<file path="src/rtl/audio_pkg.sv">
// audio_pkg: shared types and default sizing for the I2S frame scheduler.
// Pulled in by both the top level and the bit-clock generator.
package audio_pkg;

    localparam int DEF_SAMPLE_W  = 16;
    localparam int DEF_SLOT_BITS = 16;
    localparam int DEF_BCLK_HALF = 16;
    localparam int DEF_UCNT_W    = 8;

    typedef logic [DEF_SAMPLE_W-1:0] sample_t;

    typedef enum logic [1:0] {
        IDLE,
        PRIME,
        RUN
    } sched_state_t;

endpackage

</file>
<file path="src/rtl/bclk_gen.sv">
// bclk_gen: divides the system clock into BCLK and DACLRCK and flags
// the cycle that opens each frame.
module bclk_gen
    import audio_pkg::*;
#(
    parameter int SLOT_BITS = DEF_SLOT_BITS,
    parameter int BCLK_HALF = DEF_BCLK_HALF
) (
    input  logic clk,
    input  logic rst,
    input  logic start,
    input  logic run,
    input  logic halt,
    output logic bclk,
    output logic lrck,
    output logic frame_start
);

    localparam int DW = $clog2(BCLK_HALF);
    localparam int BW = $clog2(2 * SLOT_BITS);

    localparam logic [DW-1:0] DIV_LAST    = DW'(BCLK_HALF - 1);
    localparam logic [BW-1:0] BIT_LAST    = BW'(2 * SLOT_BITS - 1);
    localparam logic [BW-1:0] RIGHT_FIRST = BW'(SLOT_BITS);

    logic [DW-1:0] div_cnt;
    logic [BW-1:0] bit_cnt;
    logic [BW-1:0] bit_nxt;
    logic          div_wrap;
    logic          fall;
    logic          wrap;

    assign div_wrap = (div_cnt == DIV_LAST);
    assign fall     = div_wrap && bclk;
    assign wrap     = fall && (bit_cnt == BIT_LAST);
    assign bit_nxt  = wrap ? '0 : bit_cnt + 1'b1;

    // Word select follows the new bit index so it moves with BCLK's fall
    always_ff @(posedge clk or posedge rst) begin
        if (rst) begin
            div_cnt     <= '0;
            bit_cnt     <= '0;
            bclk        <= 1'b0;
            lrck        <= 1'b0;
            frame_start <= 1'b0;
        end else if (!run || halt) begin
            div_cnt     <= '0;
            bit_cnt     <= '0;
            bclk        <= 1'b0;
            lrck        <= 1'b0;
            frame_start <= start;
        end else begin
            div_cnt <= div_wrap ? '0 : div_cnt + 1'b1;
            if (div_wrap) begin
                bclk <= !bclk;
            end
            if (fall) begin
                bit_cnt <= bit_nxt;
                lrck    <= (bit_nxt >= RIGHT_FIRST);
            end
            frame_start <= wrap;
        end
    end

endmodule

</file>
<file path="src/rtl/i2s_frame_scheduler.sv">
// i2s_frame_scheduler: I2S master frame controller with a one-pair buffer.
// Define UNDERRUN_MUTE_EN to output silence on frames that underrun.
module i2s_frame_scheduler
    import audio_pkg::*;
#(
    parameter int SAMPLE_W  = DEF_SAMPLE_W,
    parameter int SLOT_BITS = DEF_SLOT_BITS,
    parameter int BCLK_HALF = DEF_BCLK_HALF,
    parameter int UCNT_W    = DEF_UCNT_W
) (
    input  logic                CLOCK_50,
    input  logic                reset,
    input  logic                enable,
    input  logic                in_valid,
    output logic                in_ready,
    input  logic [SAMPLE_W-1:0] in_left,
    input  logic [SAMPLE_W-1:0] in_right,
    output logic                BCLK,
    output logic                DACLRCK,
    output logic [SAMPLE_W-1:0] leftSample,
    output logic [SAMPLE_W-1:0] rightSample,
    output logic                frame_start,
    output logic                underrun,
    output logic [UCNT_W-1:0]   underrun_cnt
);

    sched_state_t state;
    sched_state_t state_nxt;

    logic [SAMPLE_W-1:0] pend_l;
    logic [SAMPLE_W-1:0] pend_r;
    logic                pend_full;
    logic                pf_nxt;
    logic                stop_q;
    logic                accept;
    logic                bnd;
    logic                start;
    logic                halt;
    logic                xfer;
    logic                miss;

    assign accept = in_valid && in_ready;
    assign bnd    = frame_start && (state == RUN);

    bclk_gen #(
        .SLOT_BITS(SLOT_BITS),
        .BCLK_HALF(BCLK_HALF)
    ) u_bclk_gen (
        .clk        (CLOCK_50),
        .rst        (reset),
        .start      (start),
        .run        (state == RUN),
        .halt       (halt),
        .bclk       (BCLK),
        .lrck       (DACLRCK),
        .frame_start(frame_start)
    );

    // A stop request is honoured only at a frame boundary
    always_comb begin
        state_nxt = state;
        start     = 1'b0;
        halt      = 1'b0;
        xfer      = 1'b0;
        miss      = 1'b0;
        unique case (state)
            IDLE: begin
                if (enable) begin
                    state_nxt = PRIME;
                end
            end
            PRIME: begin
                if (!enable) begin
                    state_nxt = IDLE;
                end else if (pend_full) begin
                    state_nxt = RUN;
                    start     = 1'b1;
                end
            end
            RUN: begin
                if (bnd) begin
                    if (stop_q || !enable) begin
                        state_nxt = IDLE;
                        halt      = 1'b1;
                    end else if (pend_full) begin
                        xfer = 1'b1;
                    end else begin
                        miss = 1'b1;
                    end
                end
            end
            default: state_nxt = IDLE;
        endcase
    end

    always_comb begin
        pf_nxt = pend_full;
        if (xfer) begin
            pf_nxt = 1'b0;
        end
        if (accept) begin
            pf_nxt = 1'b1;
        end
    end

    always_ff @(posedge CLOCK_50 or posedge reset) begin
        if (reset) begin
            state  <= IDLE;
            stop_q <= 1'b0;
        end else begin
            state <= state_nxt;
            if (state != RUN) begin
                stop_q <= 1'b0;
            end else if (!enable) begin
                stop_q <= 1'b1;
            end
        end
    end

    always_ff @(posedge CLOCK_50 or posedge reset) begin
        if (reset) begin
            pend_l       <= '0;
            pend_r       <= '0;
            pend_full    <= 1'b0;
            in_ready     <= 1'b0;
            leftSample   <= '0;
            rightSample  <= '0;
            underrun     <= 1'b0;
            underrun_cnt <= '0;
        end else begin
            pend_full <= pf_nxt;
            in_ready  <= !pf_nxt;
            underrun  <= miss;
            if (accept) begin
                pend_l <= in_left;
                pend_r <= in_right;
            end
            if (xfer) begin
                leftSample  <= pend_l;
                rightSample <= pend_r;
            end
`ifdef UNDERRUN_MUTE_EN
            else if (miss) begin
                leftSample  <= '0;
                rightSample <= '0;
            end
`endif
            if (miss && (underrun_cnt != '1)) begin
                underrun_cnt <= underrun_cnt + 1'b1;
            end
        end
    end

endmodule

</file>
<file path="config.mk">
export PLATFORM = sky130hd
export DESIGN_NAME = i2s_frame_scheduler
export DESIGN_NICKNAME = d
export VERILOG_FILES = /design/src/rtl/audio_pkg.sv /design/src/rtl/bclk_gen.sv /design/src/rtl/i2s_frame_scheduler.sv
export SDC_FILE = /design/constraint.sdc
export NUM_CORES = 1
export LEC_CHECK = 0
export BUFFER_PORTS_ARGS = -buffer_cell sky130_fd_sc_hd__clkbuf_2
export CAP_MARGIN = 20
export CORE_MARGIN = 5
export CORE_UTILIZATION = 30
export DETAILED_ROUTE_END_ITERATION = 8
export PLACE_DENSITY = 0.48
export SETUP_SLACK_MARGIN = 0.3
export SLEW_MARGIN = 20
export SYNTH_ARGS = -nofsm -noshare
export SYNTH_HDL_FRONTEND = slang
export SYNTH_HIERARCHICAL = 1
export SYNTH_SLANG_ARGS = --single-unit
export TNS_END_PERCENT = 10
</file>
<file path="constraint.sdc">
create_clock -name CLOCK_50 -period 2.2 [get_ports CLOCK_50]
set_input_delay 0.33 -clock CLOCK_50 [delete_from_list [all_inputs] [get_ports CLOCK_50]]
set_output_delay 0.33 -clock CLOCK_50 [all_outputs]
set_load 0.1 [all_outputs]
</file>
==> results of run 1 <==
routing by layer:
layer  GRT usage (%)  vias to the layer above  share of wire (%)
met1           13.79                     1128                 47
met2           16.82                       57                 44
met5               0                        -                  0
met4           3.361                        0                1.4
met3           4.828                        8                7.2
li1                -                     1069                  -
cells in the final DEF, fill, tap and decap left out, drive strengths merged, types with 5 or more instances in the layout:
master	instances
o21ai	5
nand2	8
dfrtp	89
nor2	7
a21oi	5
and3	5
clkbuf	91
inv	8
mux2	68
buf	8
through the flow:
| stage | util, % | worst slack, ns | instance area (µm²) |
|---|---|---|---|
| floorplan | - | 0.03087 | 3760 |
| global placement | 35.72 | 0.4277 | 4344 |
| detailed placement | 35.72 | 0.3814 | 4344 |
| CTS | 38.12 | 0.3711 | 4636 |
| global route | 38.35 | 0.3317 | 4664 |
| finish | 38.35 | 0.4352 | 4664 |
state kept, by name (all words and copies together), names as in the netlist:
register,flops
pend_full,1
u_bclk_gen/lrck,1
pend_r,16
u_bclk_gen/frame_start,1
stop_q,1
underrun,1
leftSample,16
pend_l,16
u_bclk_gen/bclk,1
rightSample,16
u_bclk_gen/bit_cnt,4
state,2
underrun_cnt,8
in_ready,1
u_bclk_gen/div_cnt,4
final timing paths:
| check | startpoint | end | slack [ns] | cells after the start |
|---|---|---|---|---|
| setup / recovery | state[0]$_DFFE_PP0P_ | leftSample[15]$_DFFE_PP0P_ | 0.44 | 4 |
| min in group CLOCK_50 | in_right[6] | pend_r[6]$_DFFE_PP0P_ | 0.22 | 2 |
| hold reg to reg | pend_l[15]$_DFFE_PP0P_ | leftSample[15]$_DFFE_PP0P_ | 0.50 | 1 |
| max in group asynchronous | reset | leftSample[10]$_DFFE_PP0P_ | 1.51 | 3 |
| setup reg to reg | state[0]$_DFFE_PP0P_ | leftSample[15]$_DFFE_PP0P_ | 0.44 | 4 |
| hold / removal | reset | pend_r[15]$_DFFE_PP0P_ | 0.008 | 2 |
cell families after synthesis:
family	after synthesis	share of synthesized area, %
mux	70	23.72
fa+ha+maj	4	1.332
simple gates	48	8.328
flops	89	59.29
xor+xnor	4	0.9329
compound gates	19	3.131
buf+inv	17	3.265
repair_timing:
action                     CTS  global route
setup endpoints to repair    0             4
buffers inserted             0             3
resized for setup            0             2
area by class of cell:
cell class / count / area (µm²)
clock buffer: 11 / 252.7
clock inverter: 5 / 38.79
fill: 1178 / 7497
inverter: 8 / 33.78
multi-input combinational: 145 / 1416
sequential: 89 / 2227
tap: 168 / 210.2
timing repair buffer: 88 / 485.5
==> results.txt, run 1 <==
Synthesis-stage register bit count: 89
Synth Flop Type: dfrtp_1
Max-cap violation count: 0
Hold Slack: 0.007684 ns
Syn Area/Cell: 14.96 µm²
Status: finished clean
Hpwl dp: 5166 µm
Fmax: 566.6 MHz
Top cell type's share of synthesized area: 59.29%
Initial Util: 30.88%
Vias: 2262
Number of synthesized flops with an enable pin: 0
RSZ-0062 raised after global routing: false
Antenna Nets Post-Route: 0
DRC errors left: 0
Critical Path Fanout Max: 34
Synth area leader: dfrtp_1
Largest net degree at the start of global routing: 35
Post-placement cell count: 495
Worst Tran Pin Value: 0.5694 ns
Most frequent cell after synthesis: dfrtp_1
Initial antenna violation count: 0
CP Cell Sequence: nor4bb_4 -> and3_2 -> buf_12 -> mux2_2
Final hold vios: 0
Synth Instances: 251
Number of library cell types mapped by synthesis: 44
GRT Util Overall: 10.90%
Post-Route WL: 7494 µm
Syn nets: 291
CTS tree: done
# IOs: 81
Crit start category: flop
Finished Layout Cells: 514
Num CTS Buffers: 9
Worst path buffer plus inverter count: 1
Synthesis Warnings: 6
WS Path Type: flop to flop
First-pass GRT wire length: 12550 µm
CP top delay family: simple AND/OR/NAND/NOR gates
Die height: 121.9 µm
DR pass1 iterations: 4
Post-DR wirelength/cell: 14.58 µm
Arr. time, crit path: 1.99 ns
Clock Sinks: 89
Final net count: 381
Post-synthesis sequential area ratio: 59.29%
Final worst path period share: 80.22%
Synthesized area: 0.003756 mm²
Hold WC Path Type: input pin to async pin
Slew margin rel.: 62.20%
Worst path slowest cell: dfrtp_1
Die width: 121.9 µm
PortBufs: 80
Ys async rst share: 100.0%
Die Footprint: 0.01486 mm²
Top post-synthesis cells by area: dfrtp_1 (59%), mux2_2 (12%), mux2_4 (11%)
Clock latency on the worst-skew pair: 0.34 ns
Crit end category: flop
Final GP Congestion: 0.7301
Core region area: 0.01216 mm²
Share of cells above drive strength 1: 52.60%
Commonest cells in the netlist: dfrtp_1 (89), mux2_2 (40), mux2_4 (28)
Vias in the first global route: 2447
CP max stage delay: 0.44 ns
Synth-to-layout area growth: 24.18%
Max-slew violations: 0
Hold bufs inserted after CTS: 0
Final setup vio count: 0
H-tree depth: 3
Final Critical Period: 1.765 ns
Setup TNS: 0 ns
Ant diodes: 0
Number of cell rows: 40
GRT Residual Overflow: 0
Clock-pin transition on the worst setup and hold timing paths: 0.07 ns
CTS Buffer Depth: 2
DRT iter0 DRCs: 80
Layout Skew: 0.004645 ns
CTS root buf: clkbuf_16
Worst path required time: 2.42 ns
Vias per std cell: 4.401
Power of run 1 is not shown: default switching activity piles up to over one toggle a cycle in this logic, so the estimate is an artifact.
==> inputs of run 2 (changes only) <==
--- a/config.mk
+++ b/config.mk
@@ -5,12 +5,13 @@
 export SDC_FILE = /design/constraint.sdc
 export NUM_CORES = 1
 export LEC_CHECK = 0
+export ABC_AREA = 1
 export BUFFER_PORTS_ARGS = -buffer_cell sky130_fd_sc_hd__clkbuf_2
 export CAP_MARGIN = 20
 export CORE_MARGIN = 5
 export CORE_UTILIZATION = 30
 export DETAILED_ROUTE_END_ITERATION = 8
-export PLACE_DENSITY = 0.48
+export PLACE_DENSITY = 0.46
 export SETUP_SLACK_MARGIN = 0.3
 export SLEW_MARGIN = 20
 export SYNTH_ARGS = -nofsm -noshare
==> constraint.sdc (replaced) <==
create_clock -name CLOCK_50 -period 1.8 [get_ports CLOCK_50]
set_input_delay 0.27 -clock CLOCK_50 [delete_from_list [all_inputs] [get_ports CLOCK_50]]
set_output_delay 0.27 -clock CLOCK_50 [all_outputs]
set_load 0.1 [all_outputs]
==> run 2 against run 1 <==
Compared with the run above:
- synthesized cell count is 44% higher
- critical path depth is 3 lower
- clock-buffer cell count is 2 lower
- cell area is 1.4% lower
- via count is 16% higher
- cell count is 17% higher
- die area is 1.9% lower
- sequential cell count stayed put
- routed wire length is 7.3% higher
- synthesized area is 2.0% lower
- clock skew is 0.0091 ns higher
- highest routed layer unchanged
==> results.txt, run 2 <==
Crit end category: output pin
Synth-to-layout area growth: 24.96%
Setup TNS: 0 ns
GRT Residual Overflow: 0
Final setup vio count: 0
DRT iter0 DRCs: 140
Number of synthesized flops with an enable pin: 0
Sw frac: 43.73%
Die height: 120.8 µm
PortBufs: 80
Maximum vdd drop: 948.6 µV
Psw: 3.316 mW
Syn Area/Cell: 10.19 µm²
Status: finished clean
Antenna Nets Post-Route: 0
Commonest cells in the netlist: nand2_1 (151), dfrtp_1 (89), mux2_2 (32)
First-pass GRT wire length: 13810 µm
Synth Flop Type: dfrtp_1
RSZ-0062 raised after global routing: true
Clock Sinks: 89
Largest net degree at the start of global routing: 35
Arr. time, crit path: 1.28 ns
Initial antenna violation count: 0
Hold WC Path Type: input pin to flop
Synth Instances: 361
DR pass1 iterations: 4
Syn nets: 401
Critical Path Fanout Max: 4
Number of cell rows: 40
Clk pwr share: 23.2%
Post-Route WL: 8042 µm
Ys async rst share: 100.0%
Layout Skew: 0.01375 ns
Int Power: 4.267 mW
Post-placement cell count: 585
Worst path required time: 1.53 ns
Fillers: 1198
Share of cells above drive strength 1: 32.89%
CP top delay family: buffers and inverters
Worst path slowest cell: clkbuf_2
CP max stage delay: 0.50 ns
R2R Setup Slk: 0.43 ns
Die width: 120.8 µm
PD cells: 1649 mW/mm²
Num CTS Buffers: 9
Vias per std cell: 4.358
Placed cell area: 0.004289 mm²
Slew margin rel.: 60.67%
Ant diodes: 0
Max-cap violation count: 0
Number of library cell types mapped by synthesis: 22
H-tree depth: 3
Post-Layout Inst Area: 0.004598 mm²
Initial Util: 30.64%
Die Footprint: 0.01458 mm²
WS Path Type: flop to output pin
Finished Layout Cells: 603
DRC errors left: 0
Synthesis Warnings: 6
Vias in the first global route: 2759
Synth area leader: dfrtp_1
Combinational power share: 37.2%
Final worst path period share: 85.84%
Crit start category: flop
Hold Slack: 0.1564 ns
Hpwl dp: 5599 µm
CTS root buf: clkbuf_16
Most frequent cells in the layout: nand2_1 (150), dfrtp_1 (89), clkbuf_2 (77), mux2_2 (32), inv_1 (19)
Worst path buffer plus inverter count: 1
CTS tree: done
Core region area: 0.01201 mm²
Final Critical Period: 1.545 ns
Final hold vios: 0
Clock-pin transition on the worst setup and hold timing paths: 0.07 ns
Top cell type's share of synthesized area: 60.52%
Vias: 2628
Clock latency on the worst-skew pair: 0.34 ns
Multi-input logic area: 0.001297 mm²
# IOs: 81
Storage cell area: 0.002227 mm²
Leakage: 2.440 nW
Final net count: 492
Post-DR wirelength/cell: 13.34 µm
Post-synthesis sequential area ratio: 60.52%
CP Cell Sequence: clkbuf_2
Final GP Congestion: 0.7548
Commonest non-fill, non-tap cell in the layout: nand2_1
Max-slew violations: 0
Top post-synthesis cells by area: dfrtp_1 (61%), nand2_1 (15%), mux2_2 (9.8%)
CTS Buffer Depth: 2
Seq pwr share: 39.6%
Synthesis-stage register bit count: 89
Worst Tran Pin Value: 0.5888 ns
GRT Util Overall: 11.96%
Synthesized area: 0.003680 mm²
Fmax: 647.2 MHz
Total power: 7.583 mW
Most frequent cell after synthesis: nand2_1
run 2: changes by cell type in the layout (fill, tap and decap cells not counted), sizes merged, moves of 3 or more:
cell / change
nand2b: -3
and3: -5
nor3: -3
inv: +19
mux2: -36
nand4: +3
nor2: +12
nand3: +7
clkbuf: -4
a21oi: -3
nand2: +144
run 2: metal layers:
metal	global-route usage, %	wire [µm]
met1	15.53	3709
met2	18.69	3719
met3	4.397	503
met4	3.612	110
met5	0	0
run 2: what timing repair did:
| action | CTS | global route |
|---|---|---|
| endpoints found under the setup margin | 10 | 55 |
| resized for setup | 1 | 4 |
| cloned | 0 | 0 |
| hold endpoints to repair | 11 | 0 |
| hold buffers | 1 | 0 |
| setup buffers | 0 | 2 |
run 2: layout make-up:
class,instances,share of cell area (%)
clock inverters,6,1.088
clock buffers,9,4.898
inverters,25,2.177
flip-flops and latches,89,48.44
multi-input cells,238,28.22
well taps,147,4.000
repair buffers,89,11.18
run 2: worst paths after layout:
| kind | from | end | cells after the start |
|---|---|---|---|
| worst max-delay path | u_bclk_gen/frame_start$_DFF_PP0_ | frame_start | 1 |
| worst min-delay path | in_left[6] | pend_l[6]$_DFFE_PP0P_ | 2 |
| worst max register to register | u_bclk_gen/frame_start$_DFF_PP0_ | u_bclk_gen/lrck$_DFFE_PP0P_ | 7 |
| worst min register to register | state[0]$_DFFE_PP0P_ | state[0]$_DFFE_PP0P_ | 1 |
| max in group asynchronous | reset | rightSample[15]$_DFFE_PP0P_ | 4 |
| min in group asynchronous | reset | u_bclk_gen/div_cnt[2]$_DFF_PP0_ | 3 |
run 2: kinds of logic (layout without fill, tap and decap cells):
group / Yosys count / after routing / synth area share, %
compound gates: 10 / 10 / 1.428
fa+ha+maj: 4 / 4 / 1.360
buf+inv: 34 / 129 / 4.284
mux: 32 / 32 / 9.793
simple gates: 187 / 187 / 21.42
flops: 89 / 89 / 60.52
xor+xnor: 5 / 5 / 1.190
run 2: power groups by stage:
stage               registers [mW]  logic (mW)  clock network [mW]
floorplan                     4.48       0.851                   0
global placement              3.05        2.82                   0
global route                  3.08        3.01                1.92
detailed placement            3.04        2.85                   0
CTS                           3.01        2.86                1.85
finish                        3.00        2.82                1.76
run 2: stage by stage:
stage | util [%] | worst slack (ns)
final | 38.28 | 0.2548
after global placement | 35.71 | 0.3945
after CTS | 38.10 | 0.2294
after detailed placement | 35.71 | 0.3144
after global routing | 38.28 | 0.2010
after floorplan | - | -0.1587
run 2: worst reg2reg max path: cells and delay by family (launching register included):
| family | cells | cell delay, ns |
|---|---|---|
| and+or+nand+nor | 6 | 0.72 |
| buffers and inverters | 1 | 0.10 |
| DFF | 1 | 0.45 |
Note: power is estimated with default switching activity, not from simulation.
==> inputs of run 3 (changes only) <==
--- a/config.mk
+++ b/config.mk
@@ -8,8 +8,9 @@
 export ABC_AREA = 1
 export BUFFER_PORTS_ARGS = -buffer_cell sky130_fd_sc_hd__clkbuf_2
 export CAP_MARGIN = 20
-export CORE_MARGIN = 5
+export CORE_MARGIN = 2
 export CORE_UTILIZATION = 30
+export CTS_BUF_LIST = sky130_fd_sc_hd__clkbuf_2
 export DETAILED_ROUTE_END_ITERATION = 8
 export PLACE_DENSITY = 0.46
 export SETUP_SLACK_MARGIN = 0.3
==> run 3 against run 2 <==
Compared with the run above:
- register-to-register slack got worse by 0.07 ns
- cell area rose by 14%
- worst setup slack gained 0.064 ns
- fmax is 4.3% higher
- global-route usage increased by 0.88 points
- non-clock buffer count is 42 higher
- combinational power is 16% higher
- largest cell class unchanged
- largest power group is now combinational logic
- highest routed layer unchanged
==> results.txt, run 3 (synthesis gave the netlist of run 2 again) <==
Status: finished clean
Initial Util: 30.64%
Maximum vdd drop: 832.2 µV
Layout Skew: 0.01268 ns
Arr. time, crit path: 1.21 ns
Crit end category: output pin
Ant diodes: 0
CP Cell Sequence: clkbuf_8
CTS Buffer Depth: 2
Worst path slowest cell: dfrtp_1
CP Launch Point: leftSample[15]$_DFFE_PP0P_
Max-cap violation count: 0
Num CTS Buffers: 9
Core region area: 0.01201 mm²
CP top delay family: flip-flops
First-pass GRT wire length: 13350 µm
Setup TNS: 0 ns
H-tree depth: 3
DRT iter0 DRCs: 129
Final net count: 534
Most frequent cells in the layout: nand2_1 (151), dfrtp_1 (84), clkbuf_2 (47), dlygate4sd3_1 (34), mux2_2 (32)
DRC errors left: 0
GRT Util Overall: 12.85%
CTS root buf: clkbuf_2
Commonest non-fill, non-tap cell in the layout: nand2_1
Fillers: 1197
Critical Path Fanout Max: 2
Clock-pin transition on the worst setup and hold timing paths: 0.22 ns
# IOs: 81
Number of cell rows: 40
Post-DR wirelength/cell: 12.51 µm
Worst Reg-to-Reg Cells: 8
Leakage: 2.669 nW
Final worst path period share: 82.30%
Die Footprint: 0.01317 mm²
Synth-to-layout area growth: 42.20%
CP max stage delay: 0.45 ns
Placed cell area: 0.004267 mm²
Crit start category: flop
Slew margin rel.: 71.06%
Total power: 7.281 mW
Worst path required time: 1.53 ns
Final Critical Period: 1.481 ns
Hold WC Path Type: input pin to flop
Antenna Nets Post-Route: 0
Share of cells above drive strength 1: 32.67%
Fmax: 675.0 MHz
Vias per std cell: 4.274
Initial antenna violation count: 0
Worst Hold Depth: 4
Post-Layout Inst Area: 0.005233 mm²
Final GP Congestion: 0.7536
Critical path depth: 1
Worst Tran Pin Value: 0.4337 ns
PD cells: 1391 mW/mm²
Clock latency on the worst-skew pair: 0.50 ns
Hpwl dp: 5299 µm
Worst path buffer plus inverter count: 1
Final setup vio count: 0
Clock Sinks: 89
Post-Route WL: 8083 µm
Max-slew violations: 0
Worst Hold Launch: in_valid
DR pass1 iterations: 4
Vias: 2761
Reg2reg start: u_bclk_gen/frame_start$_DFF_PP0_
Largest net degree at the start of global routing: 79
Vias in the first global route: 2807
Die height: 114.8 µm
CTS tree: done
GRT Residual Overflow: 0
PortBufs: 80
Die width: 114.8 µm
RSZ-0062 raised after global routing: true
Final hold vios: 0
WS Path Type: flop to output pin
-- run 3: changes by cell type in the layout (fill, tap and decap cells not counted), moves of 3 or more --
cell	before	now
clkbuf_8	0	12
clkbuf_16	9	3
buf_6	1	14
buf_12	3	9
buf_4	4	18
buf_8	0	6
inv_6	3	0
dfrtp_2	0	5
dfrtp_1	89	84
dlygate4sd3_1	1	34
clkbuf_2	77	47
-- run 3: final timing paths --
| path | end | slack (ns) |
|---|---|---|
| min reg2reg | state[0]$_DFFE_PP0P_ | 0.47 |
| min in group asynchronous | u_bclk_gen/frame_start$_DFF_PP0_ | 0.32 |
| max in group asynchronous | underrun_cnt[1]$_DFFE_PP0P_ | 1.02 |
| max | leftSample[15] | 0.32 |
| max reg2reg | u_bclk_gen/lrck$_DFFE_PP0P_ | 0.36 |
| min | pend_full$_DFF_PP0_ | 0.21 |
-- run 3: where the power goes --
part	switching [mW]	internal, mW	total [mW]
Combinational	2.15	1.13	3.28
Sequential	0.419	2.62	3.04
Clock	0.636	0.330	0.966
Total	3.20	4.08	7.28
-- run 3: layer usage --
| layer | wire length (µm) | vias to the layer above | global-route usage (%) |
|---|---|---|---|
| met2 | 3714 | 57 | 20.04 |
| met3 | 440 | 6 | 3.954 |
| li1 | - | 1397 | - |
| met1 | 3867 | 1301 | 17.34 |
| met4 | 61 | 0 | 3.855 |
| met5 | 0 | - | 0 |
-- run 3: final cells by class --
cell class | count | area [µm²] | area share [%]
Sequential cell | 89 | 2233 | 42.68
Multi-Input combinational cell | 238 | 1295 | 24.75
Tap cell | 147 | 183.9 | 3.515
Clock inverter | 4 | 43.79 | 0.8369
Inverter | 25 | 97.59 | 1.865
Clock buffer | 12 | 60.06 | 1.148
Timing Repair Buffer | 131 | 1319 | 25.20
-- run 3: what timing repair did --
| action | CTS | global route |
|---|---|---|
| endpoints found under the hold margin | 124 | 0 |
| setup endpoints to repair | 45 | 56 |
| cloned | 0 | 0 |
| setup buffers | 5 | 7 |
| gates resized for setup | 76 | 59 |
| hold buffers | 34 | 0 |
-- run 3: metrics by stage --
stage	cells	hold slack [ns]	util [%]	setup WS (ns)
floorplan	361	0.1224	-	-0.1587
global placement	584	0.3355	35.52	0.4575
detailed placement	584	0.3296	35.52	0.4706
CTS	639	0.1331	42.08	0.2035
global route	646	0.1500	43.56	0.2183
finish	646	0.2051	43.56	0.3186
